`src/rtl/pipeline_pkg.sv`:
```
// Shared pipeline types: ALU op codes, ALU class codes, ID/EX bundle.
// Also holds the operand forwarding selector used by the issue stage.
package pipeline_pkg;

  typedef enum logic [3:0] {
    ALU_AND = 4'b0000,
    ALU_OR  = 4'b0001,
    ALU_ADD = 4'b0010,
    ALU_SUB = 4'b0110,
    ALU_NOR = 4'b1100
  } alu_op_e;

  typedef enum logic [1:0] {
    CLS_MEM = 2'b00,
    CLS_BR  = 2'b01,
    CLS_R   = 2'b10,
    CLS_NOR = 2'b11
  } alu_class_e;

  typedef struct packed {
    logic        valid;
    logic        illegal;
    logic [63:0] a;
    logic [63:0] b;
    logic [63:0] store_data;
    logic [4:0]  rd;
    alu_op_e     op;
  } id_ex_t;

  // x0 is hardwired zero, so it is never a forwarding target
  function automatic logic [63:0] fwd_sel(
    input logic [4:0]  rs,
    input logic [63:0] rf_data,
    input logic        mem_en,
    input logic [4:0]  mem_rd,
    input logic [63:0] mem_data,
    input logic        wb_en,
    input logic [4:0]  wb_rd,
    input logic [63:0] wb_data
  );
    logic [63:0] r;
    r = rf_data;
    if (rs != 5'd0) begin
      if (mem_en && mem_rd == rs)
        r = mem_data;
      else if (wb_en && wb_rd == rs)
        r = wb_data;
    end
    return r;
  endfunction

endpackage

```
`src/rtl/alu_issue_stage_if.sv`:
```
// Decode-to-issue handshake bundle.
// master = decode side, slave = issue stage.
interface alu_issue_stage_if;
  logic        id_valid;
  logic        id_ready;
  logic [63:0] id_rs1_data;
  logic [63:0] id_rs2_data;
  logic [63:0] id_imm;
  logic [4:0]  id_rs1;
  logic [4:0]  id_rs2;
  logic [4:0]  id_rd;
  logic        id_alu_src;
  logic [1:0]  id_alu_class;
  logic [2:0]  id_funct3;
  logic        id_funct7b5;

  modport master (
    output id_valid, id_rs1_data, id_rs2_data,
    output id_imm, id_rs1, id_rs2, id_rd,
    output id_alu_src, id_alu_class,
    output id_funct3, id_funct7b5,
    input  id_ready
  );

  modport slave (
    input  id_valid, id_rs1_data, id_rs2_data,
    input  id_imm, id_rs1, id_rs2, id_rd,
    input  id_alu_src, id_alu_class,
    input  id_funct3, id_funct7b5,
    output id_ready
  );
endinterface

```
`src/rtl/alu_control.sv`:
```
// Combinational ALU-op decode from class and function fields.
// Unknown R-type combos fall back to ADD and raise illegal.
import pipeline_pkg::*;

module alu_control (
  input  logic [1:0] alu_class,
  input  logic [2:0] funct3,
  input  logic       funct7b5,
  output alu_op_e    alu_op,
  output logic       illegal
);

  logic r_add;
  logic r_sub;
  logic r_and;
  logic r_or;

  assign r_add = (funct3 == 3'b000) && !funct7b5;
  assign r_sub = (funct3 == 3'b000) && funct7b5;
  assign r_and = (funct3 == 3'b111);
  assign r_or  = (funct3 == 3'b110);

  always_comb begin
    alu_op  = ALU_ADD;
    illegal = 1'b0;
    unique case (alu_class)
      CLS_MEM: alu_op = ALU_ADD;
      CLS_BR:  alu_op = ALU_SUB;
      CLS_NOR: alu_op = ALU_NOR;
      CLS_R: begin
        unique case (1'b1)
          r_add:   alu_op = ALU_ADD;
          r_sub:   alu_op = ALU_SUB;
          r_and:   alu_op = ALU_AND;
          r_or:    alu_op = ALU_OR;
          default: illegal = 1'b1;
        endcase
      end
      default: alu_op = ALU_ADD;
    endcase
  end

endmodule

```
`src/rtl/alu_issue_stage.sv`:
```
// ALU issue stage: operand forwarding, op decode and the
// ID/EX pipeline register with valid/ready flow control.
import pipeline_pkg::*;

module alu_issue_stage (
  input  logic               clk,
  input  logic               reset_n,
  alu_issue_stage_if.slave   id,
  input  logic               fwd_mem_en,
  input  logic [4:0]         fwd_mem_rd,
  input  logic [63:0]        fwd_mem_data,
  input  logic               fwd_wb_en,
  input  logic [4:0]         fwd_wb_rd,
  input  logic [63:0]        fwd_wb_data,
  input  logic               flush,
  input  logic               ex_ready,
  output logic               ex_valid,
  output logic [63:0]        a,
  output logic [63:0]        b,
  output logic [3:0]         ALUOp,
  output logic [4:0]         ex_rd,
  output logic [63:0]        store_data,
  output logic               illegal_op
);

  id_ex_t      ex_q;
  id_ex_t      ex_d;
  alu_op_e     dec_op;
  logic        dec_ill;
  logic [63:0] rs1_val;
  logic [63:0] rs2_val;
  logic        capture;

  alu_control u_ctl (
    .alu_class (id.id_alu_class),
    .funct3    (id.id_funct3),
    .funct7b5  (id.id_funct7b5),
    .alu_op    (dec_op),
    .illegal   (dec_ill)
  );

  assign rs1_val = fwd_sel(id.id_rs1, id.id_rs1_data,
                           fwd_mem_en, fwd_mem_rd, fwd_mem_data,
                           fwd_wb_en, fwd_wb_rd, fwd_wb_data);
  assign rs2_val = fwd_sel(id.id_rs2, id.id_rs2_data,
                           fwd_mem_en, fwd_mem_rd, fwd_mem_data,
                           fwd_wb_en, fwd_wb_rd, fwd_wb_data);

  assign id.id_ready = !ex_q.valid || ex_ready;
  assign capture     = id.id_valid && id.id_ready && !flush;

  always_comb begin
    ex_d = ex_q;
    if (flush) begin
      ex_d.valid   = 1'b0;
      ex_d.illegal = 1'b0;
    end else if (capture) begin
      ex_d.valid      = 1'b1;
      ex_d.illegal    = dec_ill;
      ex_d.a          = rs1_val;
      ex_d.b          = id.id_alu_src ? id.id_imm : rs2_val;
      ex_d.store_data = rs2_val;
      ex_d.rd         = id.id_rd;
      ex_d.op         = dec_op;
    end else if (ex_ready) begin
      ex_d.valid = 1'b0;
    end
  end

  always_ff @(posedge clk or negedge reset_n) begin
    if (!reset_n)
      ex_q <= '0;
    else
      ex_q <= ex_d;
  end

  assign ex_valid   = ex_q.valid;
  assign illegal_op = ex_q.illegal;
  assign a          = ex_q.a;
  assign b          = ex_q.b;
  assign store_data = ex_q.store_data;
  assign ex_rd      = ex_q.rd;
  assign ALUOp      = ex_q.op;

endmodule

```
`src/flat_wrapper.sv`:
```
// flat-port wrapper written by rule: the top's interface ports become plain ports
module alu_issue_stage_flat 
  (clk, reset_n, fwd_mem_en, fwd_mem_rd, fwd_mem_data, fwd_wb_en, fwd_wb_rd, fwd_wb_data, flush, ex_ready, ex_valid, a, b, ALUOp, ex_rd, store_data, illegal_op, id_id_valid, id_id_rs1_data, id_id_rs2_data, id_id_imm, id_id_rs1, id_id_rs2, id_id_rd, id_id_alu_src, id_id_alu_class, id_id_funct3, id_id_funct7b5, id_id_ready);
  alu_issue_stage_if id_i ();
  input  logic clk;
  input  logic reset_n;
  input  logic fwd_mem_en;
  input  logic [4:0] fwd_mem_rd;
  input  logic [63:0] fwd_mem_data;
  input  logic fwd_wb_en;
  input  logic [4:0] fwd_wb_rd;
  input  logic [63:0] fwd_wb_data;
  input  logic flush;
  input  logic ex_ready;
  output logic ex_valid;
  output logic [63:0] a;
  output logic [63:0] b;
  output logic [3:0] ALUOp;
  output logic [4:0] ex_rd;
  output logic [63:0] store_data;
  output logic illegal_op;
  input wire logic [$bits(id_i.id_valid)-1:0] id_id_valid;
  input wire logic [$bits(id_i.id_rs1_data)-1:0] id_id_rs1_data;
  input wire logic [$bits(id_i.id_rs2_data)-1:0] id_id_rs2_data;
  input wire logic [$bits(id_i.id_imm)-1:0] id_id_imm;
  input wire logic [$bits(id_i.id_rs1)-1:0] id_id_rs1;
  input wire logic [$bits(id_i.id_rs2)-1:0] id_id_rs2;
  input wire logic [$bits(id_i.id_rd)-1:0] id_id_rd;
  input wire logic [$bits(id_i.id_alu_src)-1:0] id_id_alu_src;
  input wire logic [$bits(id_i.id_alu_class)-1:0] id_id_alu_class;
  input wire logic [$bits(id_i.id_funct3)-1:0] id_id_funct3;
  input wire logic [$bits(id_i.id_funct7b5)-1:0] id_id_funct7b5;
  output wire logic [$bits(id_i.id_ready)-1:0] id_id_ready;
  assign id_i.id_valid = id_id_valid;
  assign id_i.id_rs1_data = id_id_rs1_data;
  assign id_i.id_rs2_data = id_id_rs2_data;
  assign id_i.id_imm = id_id_imm;
  assign id_i.id_rs1 = id_id_rs1;
  assign id_i.id_rs2 = id_id_rs2;
  assign id_i.id_rd = id_id_rd;
  assign id_i.id_alu_src = id_id_alu_src;
  assign id_i.id_alu_class = id_id_alu_class;
  assign id_i.id_funct3 = id_id_funct3;
  assign id_i.id_funct7b5 = id_id_funct7b5;
  assign id_id_ready = id_i.id_ready;
  alu_issue_stage u_core (.clk(clk), .reset_n(reset_n), .id(id_i), .fwd_mem_en(fwd_mem_en), .fwd_mem_rd(fwd_mem_rd), .fwd_mem_data(fwd_mem_data), .fwd_wb_en(fwd_wb_en), .fwd_wb_rd(fwd_wb_rd), .fwd_wb_data(fwd_wb_data), .flush(flush), .ex_ready(ex_ready), .ex_valid(ex_valid), .a(a), .b(b), .ALUOp(ALUOp), .ex_rd(ex_rd), .store_data(store_data), .illegal_op(illegal_op));
endmodule
```
`config.mk`:
```
export PLATFORM = sky130hd
export DESIGN_NAME = alu_issue_stage_flat
export DESIGN_NICKNAME = d
export VERILOG_FILES = /design/src/rtl/pipeline_pkg.sv /design/src/rtl/alu_issue_stage_if.sv /design/src/rtl/alu_control.sv /design/src/rtl/alu_issue_stage.sv /design/src/flat_wrapper.sv
export SDC_FILE = /design/constraint.sdc
export NUM_CORES = 1
export LEC_CHECK = 0
export CORE_AREA = 2 2 221 223
export DETAILED_ROUTE_END_ITERATION = 6
export DIE_AREA = 0 0 223 225
export GPL_ROUTABILITY_DRIVEN = 0
export HOLD_SLACK_MARGIN = 0.12
export PLACE_DENSITY = 0.51
export SYNTH_ARGS = -nofsm -noshare
export SYNTH_HDL_FRONTEND = slang
export SYNTH_SLANG_ARGS = --single-unit
```
`constraint.sdc`:
```
create_clock -name clk -period 3.5 [get_ports clk]
set_input_delay 0.35 -clock clk [delete_from_list [all_inputs] [get_ports clk]]
set_output_delay 0.35 -clock clk [all_outputs]
set_load 0.005 [all_outputs]
```
==> impl_metrics.env <==
export IMPL_synthToLayoutAreaGrowth_pct=67.9
export IMPL_relSlewSlack=0.340
export IMPL_setup_viol=0
export IMPL_switching_share=0.275
export IMPL_die_x_um=223
export IMPL_rows=80
export IMPL_drc=0
export IMPL_worstHoldPathCells=3
export IMPL_die_area_um2=50200
export IMPL_worst_pin_slew_ns=0.990
export IMPL_grt_max_degree=110
export IMPL_synth_fp_nets=1525
export IMPL_synthTopCellsByArea="dfrtp_1 (48%), o31ai_1 (9.0%), o221a_2 (6.8%)"
export IMPL_rrSetupSlack_ns=1.38
export IMPL_cts_tree="yes"
export IMPL_synth_edf_count=0
export IMPL_tns_ns=0
export IMPL_drt_total_wl_um=54700
export IMPL_ant_nets=0
export IMPL_finalCritPeriodShare=0.706
export IMPL_p_per_area_nw_per_um2=454
export IMPL_hold_ws_ns=0.323
export IMPL_ys_top_cells_by_count="dfrtp_1 (203), nand2_1 (153), nor2_1 (133)"
export IMPL_numClockSinks=203
export IMPL_dp_slack_ns=0.494
export IMPL_cts_buffers_inserted=27
export IMPL_final_hold_viol_count=0
export IMPL_power_leakage_nw=7.16
export IMPL_finalNonFillerCells=2316
export IMPL_final_nets=2032
export IMPL_cts_htree_levels=1
export IMPL_cts_root_buffer="clkbuf_16"
export IMPL_clockBufferDepth=3
export IMPL_synth_cell_types=36
export IMPL_clock_latency_ns=0.56
export IMPL_endpoint_kind="flip-flop"
export IMPL_startpoint_type="input pin"
export IMPL_vias_per_cell=5.03
export IMPL_status="completed"
export IMPL_synth_warning_count=0
export IMPL_worst_slack_ns=1.03
export IMPL_yosys_cell_count_top_type="dfrtp_1"
export IMPL_start_util=0.224
export IMPL_grt_use_total=0.209
export IMPL_utilization=0.376
export IMPL_ir_worst_vdd_mv=0.354
export IMPL_maxSlewViolCount=0
export IMPL_dp_cells=2258
export IMPL_arrival_ns=2.90
export IMPL_synth_top_cell_by_area="dfrtp_1"
export IMPL_synth_seq_area_share=0.478
export IMPL_io_pins=563
export IMPL_max_cap_violations=0
export IMPL_core_area_um2=47500
export IMPL_synth_top_area_share=0.478
export IMPL_path_clk_slew_ns=0.06
export IMPL_first_global_vias=12058
export IMPL_drtPass1Iterations=5
export IMPL_period_minus_slack_ns=2.47
export IMPL_wire_per_inst_um=23.6
export IMPL_hp_start="id_id_rd[3]"
export IMPL_critPathRequiredTime_ns=3.93
export IMPL_fmax_mhz=405
export IMPL_synth_seq_cells=203
export IMPL_clkPwrFrac=0.361
export IMPL_seqPwrFrac=0.366
export IMPL_rsz0062_at_grt="no"
export IMPL_timing_rr_start="u_core.ex_valid$_DFFE_PN0P_"
export IMPL_switching_power_mw=2.23
export IMPL_place_port_buffers=562
export IMPL_hold_class="in2reg"
export IMPL_path_max_fanout=64
export IMPL_antenna_found_initial=7
export IMPL_grt_first_pass_wirelength_um=79700
export IMPL_grt_overflow=0
export IMPL_intPower_mw=5.87
export IMPL_crit_start="id_id_rs2[4]"
export IMPL_avgSynthCellArea_um2=9.12
export IMPL_synth_cells=1166
export IMPL_drtIter0Drc=742
export IMPL_cts_resized_gates=0
export IMPL_r2r_cells=7
export IMPL_path_class="in2reg"
export IMPL_finClkSkew_ns=0.0216
export IMPL_drive_above_1_share=0.0856
export IMPL_synth_async_reset_ratio=1.00
export IMPL_syn_cell_area_um2=10600
export IMPL_synth_flop_cell="dfrtp_1"
export IMPL_post_dp_hpwl_um=39500
export IMPL_hold_end="u_core.ex_rd[3]$_DFFE_PN0P_"
export IMPL_via_count=11651
export IMPL_rr_endpoint="u_core.a[63]$_DFFE_PN0P_"
export IMPL_fp_dieH_um=225
export IMPL_comb_power_share=0.273
==> repair_timing <==
| action | CTS | global route |
|---|---|---|
| hold buffers | 1 | 0 |
| hold endpoints to repair | 101 | 0 |
| buffers inserted | 0 | 0 |
==> flip-flops by register name (all words and copies together), names as in the netlist <==
register	count
u_core.ex_rd	5
u_core.ALUOp	4
u_core.store_data	64
u_core.b	64
u_core.ex_valid	1
u_core.illegal_op	1
u_core.a	64
==> power by group through the flow <==
stage / logic (mW) / registers, mW / clock network (mW)
final: 2.21 / 2.96 / 2.92
after global routing: 2.37 / 3.01 / 3.09
after CTS: 2.24 / 2.96 / 2.99
after detailed placement: 2.23 / 3.00 / 0
after global placement: 2.22 / 2.99 / 0
after floorplan: 0.614 / 3.00 / 0
==> cell type report <==
| cell class | count | area (um^2) |
|---|---|---|
| tap | 615 | 769 |
| antenna | 7 | 17.5 |
| fill | 4882 | 29700 |
| sequential | 203 | 5080 |
| clock inverter | 7 | 119 |
| clock buffer | 43 | 806 |
| multi-input combinational | 847 | 5100 |
| inverter | 4 | 15.0 |
| timing repair buffer | 590 | 5950 |
==> worst max path at each step <==
stage	to	slack, ns	cells after the start
global placement	u_core.b[4]$_DFFE_PN0P_	0.53	8
floorplan	u_core.a[10]$_DFFE_PN0P_	1.64	8
global route	u_core.b[17]$_DFFE_PN0P_	0.87	8
CTS	u_core.b[15]$_DFFE_PN0P_	1.07	8
finish	u_core.b[11]$_DFFE_PN0P_	1.03	8
detailed placement	u_core.b[4]$_DFFE_PN0P_	0.49	8
==> stage by stage <==
step	power [mW]	instance area (um^2)
final	8.10	17900
after global routing	8.47	17900
after CTS	8.19	17800
after detailed placement	5.23	16900
after global placement	5.21	16900
after floorplan	3.62	10600
==> worst max-delay path: stages <==
cell,delay (ns)
clkdlybuf4s50_1,0.50
xor2_1,0.20
nor4_1,0.50
nand3_4,0.31
a21boi_4,0.25
buf_12,0.35
nor2_1,0.11
o31ai_1,0.31
==> cell usage in the layout (no fill, tap or decap), types with 2 or more instances in the layout <==
cell and instances:
nor3_1 67, inv_1 3, nand4_1 2, a31oi_1 2, buf_4 18, o21a_1 64, and3_1 64, buf_12 9
xor2_1 8, a21oi_1 66, nand2b_1 5, clkinvlp_4 2, bufinv_16 3, o221a_2 64, o22ai_1 64, nand2_1 151
xnor2_1 9, nor2_1 132, o31ai_1 128, dfrtp_1 203, diode_2 7, clkbuf_16 27, clkbuf_1 9, clkbuf_8 7
nor4_1 2, clkdlybuf4s50_1 560
==> logic make-up (layout without fill, tap and decap cells) <==
family                    Yosys count  in the layout  synth area share
AOI/OAI and AO/OA                 396            396             0.280
xor gates and xnor gates           17             17            0.0140
buffers and inverters             116            644            0.0485
DFF                               203            203             0.478
other                               0              7                 0
and+or+nand+nor                   434            434             0.180
==> per-layer routing <==
metal	up-vias	GRT usage	part of all wire
met5	-	0	0.00024
met3	67	0.0618	0.089
li1	5349	-	-
met4	2	0.0688	0.025
met2	504	0.349	0.48
met1	5729	0.259	0.40
Note: power is estimated with default switching activity, not from simulation.
